<file path="config.mk">
export PLATFORM = sky130hd
export DESIGN_NAME = gmii_tx_framer_flat
export DESIGN_NICKNAME = d
export VERILOG_FILES = /design/src/rtl/tx_framer_pkg.sv /design/src/rtl/gmii_if.sv /design/src/rtl/crc32_byte.sv /design/src/rtl/gmii_tx_framer.sv /design/src/flat_wrapper.sv
export SDC_FILE = /design/constraint.sdc
export NUM_CORES = 1
export LEC_CHECK = 0
export BUFFER_PORTS_ARGS = -buffer_cell sky130_fd_sc_hd__buf_2
export CAP_MARGIN = 10
export CORE_AREA = 3 3 78 109
export DETAILED_ROUTE_END_ITERATION = 8
export DIE_AREA = 0 0 81 112
export GPL_ROUTABILITY_DRIVEN = 0
export GPL_TIMING_DRIVEN = 0
export SLEW_MARGIN = 30
export SYNTH_ARGS = -nofsm -noshare
export SYNTH_HDL_FRONTEND = slang
export SYNTH_SLANG_ARGS = --single-unit
</file>
<file path="constraint.sdc">
create_clock -name clk -period 5.6 [get_ports clk]
set_input_delay 1.68 -clock clk [delete_from_list [all_inputs] [get_ports clk]]
set_output_delay 1.68 -clock clk [all_outputs]
set_load 0.02 [all_outputs]
</file>
<file path="src/rtl/tx_framer_pkg.sv">
// ---------------------------------------------------------------------------
// tx_framer_pkg -- shared types and constants for the GMII TX framer and the
// CRC-32 helper (also used by the RX CRC checker).
// Build option: TX_PAD_EN adds the PAD state (short-frame padding).
// ---------------------------------------------------------------------------
package tx_framer_pkg;

    localparam logic [7:0]  PREAMBLE_BYTE = 8'h55;
    localparam logic [7:0]  SFD_BYTE      = 8'hD5;
    localparam int unsigned PREAMBLE_LEN  = 7;
    localparam int unsigned FCS_LEN       = 4;
    localparam logic [31:0] CRC_INIT      = 32'hFFFF_FFFF;
    localparam logic [31:0] CRC_POLY      = 32'hEDB8_8320;
    localparam int unsigned BYTE_CNT_W    = 11;

    // Encodings are fixed so both builds agree on state values.
    typedef enum logic [2:0] {
        IDLE     = 3'd0,
        PREAMBLE = 3'd1,
        SFD      = 3'd2,
        DATA     = 3'd3,
`ifdef TX_PAD_EN
        PAD      = 3'd4,
`endif
        FCS      = 3'd5,
        ABORT    = 3'd6,
        IPG      = 3'd7
    } tx_state_t;

    // One GMII transmit beat: TXD, TX_EN, TX_ER.
    typedef struct packed {
        logic [7:0] data;
        logic       valid;
        logic       error;
    } gmii_beat_t;

    function automatic gmii_beat_t mk_beat(input logic [7:0] d, input logic er);
        gmii_beat_t b;
        b.data  = d;
        b.valid = 1'b1;
        b.error = er;
        return b;
    endfunction

endpackage

</file>
<file path="src/rtl/gmii_if.sv">
// ---------------------------------------------------------------------------
// gmii_if -- GMII transmit bundle: data[7:0], valid (TX_EN), error (TX_ER).
// master drives, slave observes.
// ---------------------------------------------------------------------------
interface gmii_if;
    logic [7:0] data;
    logic       valid;
    logic       error;

    modport master (output data, output valid, output error);
    modport slave  (input  data, input  valid, input  error);
endinterface

</file>
<file path="src/rtl/crc32_byte.sv">
// ---------------------------------------------------------------------------
// crc32_byte -- combinational one-byte step of the reflected Ethernet CRC-32.
// Ports:
//   crc_i  [31:0]  current CRC register
//   data_i [7:0]   byte to fold in (bit 0 first)
//   crc_o  [31:0]  next CRC register (not complemented)
// ---------------------------------------------------------------------------
module crc32_byte
    import tx_framer_pkg::*;
(
    input  logic [31:0] crc_i,
    input  logic [7:0]  data_i,
    output logic [31:0] crc_o
);

    // Bit-serial LFSR unrolled over the eight data bits, LSB first.
    always_comb begin
        crc_o = crc_i;
        for (int i = 0; i < 8; i++) begin
            crc_o = (crc_o >> 1) ^ ((crc_o[0] ^ data_i[i]) ? CRC_POLY : 32'h0);
        end
    end

endmodule

</file>
<file path="src/rtl/gmii_tx_framer.sv">
// ---------------------------------------------------------------------------
// gmii_tx_framer -- turns an upstream byte stream (DA onward, no FCS) into a
// GMII frame: preamble, SFD, data, optional pad, CRC-32 FCS, inter-packet gap.
// Upstream underflow mid-frame emits one TX_ER cycle and drains the frame.
// Build option: TX_PAD_EN pads short frames to MIN_DATA_BYTES.
// Ports:
//   clk, rst           clock, async active-high reset
//   s_data_i/valid/last upstream byte stream
//   s_ready_o          byte accepted this cycle when s_valid_i is high
//   gmii_tx_if_o       registered GMII TXD/TX_EN/TX_ER
//   error_pulse_o      one-cycle pulse per aborted frame
// ---------------------------------------------------------------------------
module gmii_tx_framer
    import tx_framer_pkg::*;
#(
    parameter int unsigned IPG_BYTES      = 12,
    parameter int unsigned MIN_DATA_BYTES = 60
) (
    input  logic       clk,
    input  logic       rst,
    input  logic [7:0] s_data_i,
    input  logic       s_valid_i,
    input  logic       s_last_i,
    output logic       s_ready_o,
    gmii_if.master     gmii_tx_if_o,
    output logic       error_pulse_o
);

    localparam int unsigned IPG_CNT_W = (IPG_BYTES > 2) ? $clog2(IPG_BYTES) : 1;

    tx_state_t              state_q;
    gmii_beat_t             tx_q;
    logic                   ready_q;
    logic                   err_pulse_q;
    logic [31:0]            crc_q;
    logic [31:0]            crc_d;
    logic [BYTE_CNT_W-1:0]  byte_cnt_q;
    logic [BYTE_CNT_W-1:0]  byte_cnt_d;
    logic [2:0]             ph_cnt_q;
    logic [IPG_CNT_W-1:0]   ipg_cnt_q;
    logic [7:0]             crc_byte_c;
    logic [7:0]             fcs_byte_c;

    // Pad bytes are zeros folded into the CRC; otherwise the CRC sees upstream data.
`ifdef TX_PAD_EN
    assign crc_byte_c = (state_q == PAD) ? 8'h00 : s_data_i;
`else
    assign crc_byte_c = s_data_i;
    // Without padding the minimum length is not consumed.
    logic unused_cfg;
    assign unused_cfg = ^32'(MIN_DATA_BYTES);
`endif

    crc32_byte u_crc (
        .crc_i  (crc_q),
        .data_i (crc_byte_c),
        .crc_o  (crc_d)
    );

    // Saturating byte count: stays at 2047 for oversize frames.
    assign byte_cnt_d = (byte_cnt_q == {BYTE_CNT_W{1'b1}}) ? byte_cnt_q
                                                          : byte_cnt_q + BYTE_CNT_W'(1);

    // FCS goes out complemented, least-significant byte first.
    assign fcs_byte_c = 8'(~crc_q >> {ph_cnt_q[1:0], 3'b000});

    // Framer FSM; every output is loaded here so GMII lags the state by one cycle.
    always_ff @(posedge clk or posedge rst) begin
        if (rst) begin
            state_q     <= IDLE;
            tx_q        <= '0;
            ready_q     <= 1'b0;
            err_pulse_q <= 1'b0;
            crc_q       <= CRC_INIT;
            byte_cnt_q  <= '0;
            ph_cnt_q    <= '0;
            ipg_cnt_q   <= '0;
        end else begin
            tx_q        <= '0;
            err_pulse_q <= 1'b0;
            case (state_q)
                IDLE: begin
                    if (s_valid_i) begin
                        state_q  <= PREAMBLE;
                        ph_cnt_q <= '0;
                    end
                end
                PREAMBLE: begin
                    tx_q       <= mk_beat(PREAMBLE_BYTE, 1'b0);
                    crc_q      <= CRC_INIT;
                    byte_cnt_q <= '0;
                    if (ph_cnt_q == 3'(PREAMBLE_LEN - 1)) begin
                        state_q <= SFD;
                    end else begin
                        ph_cnt_q <= ph_cnt_q + 3'd1;
                    end
                end
                SFD: begin
                    tx_q    <= mk_beat(SFD_BYTE, 1'b0);
                    state_q <= DATA;
                    ready_q <= 1'b1;
                end
                DATA: begin
                    if (s_valid_i) begin
                        tx_q       <= mk_beat(s_data_i, 1'b0);
                        crc_q      <= crc_d;
                        byte_cnt_q <= byte_cnt_d;
                        if (s_last_i) begin
                            ready_q  <= 1'b0;
                            ph_cnt_q <= '0;
`ifdef TX_PAD_EN
                            state_q  <= (32'(byte_cnt_d) < MIN_DATA_BYTES) ? PAD : FCS;
`else
                            state_q  <= FCS;
`endif
                        end
                    end else begin
                        // Underflow: single TX_ER beat, then swallow the rest of the frame.
                        tx_q        <= mk_beat(8'h00, 1'b1);
                        err_pulse_q <= 1'b1;
                        state_q     <= ABORT;
                    end
                end
`ifdef TX_PAD_EN
                PAD: begin
                    tx_q       <= mk_beat(8'h00, 1'b0);
                    crc_q      <= crc_d;
                    byte_cnt_q <= byte_cnt_d;
                    if (32'(byte_cnt_d) >= MIN_DATA_BYTES) begin
                        state_q  <= FCS;
                        ph_cnt_q <= '0;
                    end
                end
`endif
                FCS: begin
                    tx_q <= mk_beat(fcs_byte_c, 1'b0);
                    if (ph_cnt_q == 3'(FCS_LEN - 1)) begin
                        state_q   <= IPG;
                        ipg_cnt_q <= '0;
                    end else begin
                        ph_cnt_q <= ph_cnt_q + 3'd1;
                    end
                end
                ABORT: begin
                    if (s_valid_i && s_last_i) begin
                        state_q   <= IPG;
                        ready_q   <= 1'b0;
                        ipg_cnt_q <= '0;
                    end
                end
                IPG: begin
                    // A waiting frame starts its preamble straight out of the gap.
                    if (32'(ipg_cnt_q) == IPG_BYTES - 1) begin
                        state_q  <= s_valid_i ? PREAMBLE : IDLE;
                        ph_cnt_q <= '0;
                    end else begin
                        ipg_cnt_q <= ipg_cnt_q + IPG_CNT_W'(1);
                    end
                end
                default: begin
                    state_q <= IDLE;
                    ready_q <= 1'b0;
                end
            endcase
        end
    end

    assign gmii_tx_if_o.data  = tx_q.data;
    assign gmii_tx_if_o.valid = tx_q.valid;
    assign gmii_tx_if_o.error = tx_q.error;
    assign s_ready_o          = ready_q;
    assign error_pulse_o      = err_pulse_q;

endmodule

</file>
<file path="src/flat_wrapper.sv">
// flat-port wrapper written by rule: the top's interface ports become plain ports
module gmii_tx_framer_flat import tx_framer_pkg::*;
#(
    parameter int unsigned IPG_BYTES      = 12,
    parameter int unsigned MIN_DATA_BYTES = 60
)
  (clk, rst, s_data_i, s_valid_i, s_last_i, s_ready_o, error_pulse_o, gmii_tx_if_o_data, gmii_tx_if_o_valid, gmii_tx_if_o_error);
  gmii_if gmii_tx_if_o_i ();
  input  logic clk;
  input  logic rst;
  input  logic [7:0] s_data_i;
  input  logic s_valid_i;
  input  logic s_last_i;
  output logic s_ready_o;
  output logic error_pulse_o;
  output wire logic [$bits(gmii_tx_if_o_i.data)-1:0] gmii_tx_if_o_data;
  output wire logic [$bits(gmii_tx_if_o_i.valid)-1:0] gmii_tx_if_o_valid;
  output wire logic [$bits(gmii_tx_if_o_i.error)-1:0] gmii_tx_if_o_error;
  assign gmii_tx_if_o_data = gmii_tx_if_o_i.data;
  assign gmii_tx_if_o_valid = gmii_tx_if_o_i.valid;
  assign gmii_tx_if_o_error = gmii_tx_if_o_i.error;
  gmii_tx_framer #(.IPG_BYTES(IPG_BYTES), .MIN_DATA_BYTES(MIN_DATA_BYTES)) u_core (.clk(clk), .rst(rst), .s_data_i(s_data_i), .s_valid_i(s_valid_i), .s_last_i(s_last_i), .s_ready_o(s_ready_o), .gmii_tx_if_o(gmii_tx_if_o_i), .error_pulse_o(error_pulse_o));
endmodule
</file>
==> metrics <==
Core ar. 0.00770 mm²; Multi-input gate area 0.00186 mm²; first-pass GRT wire length 13.0 mm; Mapped Area 0.00336 mm²; Horiz. Die Dim 81 µm; critical path buffer and inverter count 1; Total GRT Usage 18.9%; Iter 0 DRT Violations 71; largest family of logic cells by synthesized area XOR/XNOR gates; crit path max fanout 6; Worst Skew 16.4 ps; run status completed; Netlist cell types 48; Final nets 358; Max stage delay on crit path 390 ps; clock root buffer clkbuf_8; fmax 320 MHz; Most common cell on crit path xnor2_2; FFs w/ async S/R, synth 100%; endpoints failing hold 0; syn_nets 327; Port Buffers 23; initial antenna violation count 0; ys flop type dfstp_2; most common cell after layout, fill and taps aside nor2_1; XOR/XNOR Fraction of Synth Area 24.1%; post-synthesis mux area share 7.45%; DRT Wirelength 7.79 mm; worst hold margin 517 ps; critical path's slowest cell xnor2_4; clk_lat worst skew 330 ps; #FFs+latches synth 54; critical-path cell list buf_2 > xnor2_2 > xnor2_2 > xnor2_4 > xnor3_1 > a31oi_1; Setup TNS 0 ps; number of gates resized after cts 0; largest net degree at the start of global routing 32; Final Cycle Share 55.9%; CTS Buffer Depth 2; unrepaired setup endpoints after global routing no; # rows 38; Ant. Diodes 0; CP arrival 3370 ps; post-synthesis adder-cell area fraction 1.49%; I/O pin cnt 24; Clock Sinks 54; Seq. cell area 0.00139 mm²; fin area 0.00371 mm²; Cell Count, Final, Fillers Out 443; Tmin final 3130 ps; area share of and/or/nand/nor cells after synthesis 10.8%; Max Cap Violations 0; via count 2396; cell area power density 647 mW/mm²; Worst-path clk slew 100 ps; DR pass1 iterations 4; CTS Buf Count 5; cell family with most CP delay XOR/XNOR gates; Worst-Margin Slew 786 ps; mean routed wirelength per cell 17.6 µm; vias in the first global route 2520; die area 0.00907 mm²; Critical Path End Type register; final setup violation count 0; post-synthesis compound-gate area fraction 11.4%; Mean Syn Cell Area 10.8 µm²; CTS tree yes; fraction of layout cells with a size suffix above 1 27.7%; synth-to-layout area growth 10.5%; number of flops mapped to enable cells by yosys 0; Vias/cell 5.41; hpwl dp 5.89 mm; peak supply drop 0.000199 V; DR DRC count 0; FILL cells 748; Crit path required time 5840 ps; CTS Hold Bufs 0; placed cell area 0.00362 mm²; Max Transition Viols Final 0; dpl cells 435; Mapped Cells 311; Worst Hold Class reg2reg; Final ANT Viol Nets 0; Lkg Pwr 0.00151 µW; Syn. warnings 0; H-tree depth 2; most frequent cells in the layout nor2_1, xnor2_1, a21oi_1, dfstp_2, buf_2; post-CTS setup buffers 0; Congestion Overflow GR 0; Setup CP Type in2reg; Die Y 112 µm; Startpoint Class input port; register area share after synthesis 41.4%; Slew HR 47.6%; Initial Util 43.6%
[cell usage after synthesis (2+ instances only)]
cell type | count | share of area, %
nor2_1 | 45 | 5.0
xnor2_1 | 42 | 11
a21oi_1 | 34 | 5.1
dfstp_2 | 32 | 25
dfrtp_1 | 22 | 16
xor2_1 | 15 | 3.9
nand2_1 | 10 | 1.1
nor3_1 | 8 | 1.2
clkbuf_1 | 7 | 0.78
inv_1 | 7 | 0.78
mux4_2 | 7 | 4.7
xnor2_2 | 7 | 3.4
nand3_1 | 6 | 0.89
o21ai_0 | 6 | 0.89
o22a_1 | 6 | 1.6
mux2_2 | 5 | 1.7
buf_2 | 4 | 0.60
ha_1 | 4 | 1.5
xnor3_1 | 4 | 2.7
a22o_1 | 3 | 0.78
and2_1 | 3 | 0.56
o22ai_1 | 3 | 0.56
xnor2_4 | 3 | 2.5
a21o_1 | 2 | 0.45
buf_1 | 2 | 0.22
nand4_1 | 2 | 0.37
[power breakdown]
group | internal, µW | switching [µW] | total [µW]
Clock | 86.1 | 138 | 224
Combinational | 712 | 791 | 1500
Sequential | 573 | 101 | 674
[final timing paths]
| check | startpoint | cells past startpoint | end | slack, ps |
|---|---|---|---|---|
| worst max-delay path | s_data_i[1] | 6 | u_core.crc_q[20] | 2470 |
| worst min-delay path | u_core.s_ready_o | 2 | u_core.s_ready_o | 520 |
| worst max register to register | u_core.ph_cnt_q[0] | 8 | u_core.ph_cnt_q[1] | 2890 |
| worst min register to register | u_core.s_ready_o | 2 | u_core.s_ready_o | 520 |
| max in group asynchronous | rst | 3 | u_core.crc_q[20] | 3740 |
| min in group asynchronous | rst | 2 | u_core.s_ready_o | 1310 |
[layer usage]
| layer | GRT usage, % | part of all wire [%] | vias up |
|---|---|---|---|
| met5 | 0 | 0 | - |
| met4 | 6.20 | 1.6 | 0 |
| met3 | 3.07 | 2.3 | 9 |
| met2 | 33.8 | 56 | 30 |
| met1 | 22.5 | 40 | 1218 |
| li1 | - | - | 1139 |
[worst reg2reg max path: stages (launching register included)]
cell	delay, ps
dfrtp_1	440
buf_1	620
inv_1	100
ha_1	220
nand3_1	110
mux2_2	150
nor2_1	40
nor4_1	510
mux2_2	400
[flip-flops by register name, summed over array words and instances (netlist names)]
| name | count |
|---|---|
| u_core.s_ready_o | 1 |
| u_core.gmii_tx_if_o.valid | 1 |
| u_core.gmii_tx_if_o.error | 1 |
| u_core.crc_q | 32 |
| u_core.error_pulse_o | 1 |
| u_core.gmii_tx_if_o.data | 8 |
| u_core.ph_cnt_q | 3 |
| u_core.state_q | 3 |
| u_core.ipg_cnt_q | 4 |
[layout make-up]
cell class | count | area share, %
Clock buffer | 5 | 1.85
Inverter | 7 | 0.775
Tap cell | 100 | 3.37
Timing Repair Buffer | 24 | 3.64
Sequential cell | 54 | 37.5
Buffer | 16 | 2.33
Clock inverter | 3 | 0.438
Multi-Input combinational cell | 234 | 50.1
[through the flow]
stage / setup WS [ps] / total power (µW) / util [%]
floorplan: 2530 / 1880 / -
global placement: 1850 / 2180 / 46.7
detailed placement: 2010 / 2200 / 47.0
CTS: 2350 / 2430 / 48.1
global route: 2370 / 2600 / 48.2
finish: 2470 / 2400 / 48.2
[kinds of logic (layout without fill, tap and decap cells)]
group | Yosys count | after routing
xor gates and xnor gates | 72 | 72
and+or+nand+nor | 82 | 82
AOI/OAI and AO/OA | 62 | 62
DFF | 54 | 54
adders and majority gates | 4 | 4
buffers and inverters | 23 | 55
muxes | 14 | 14
Note: power is estimated with default switching activity, not from simulation.
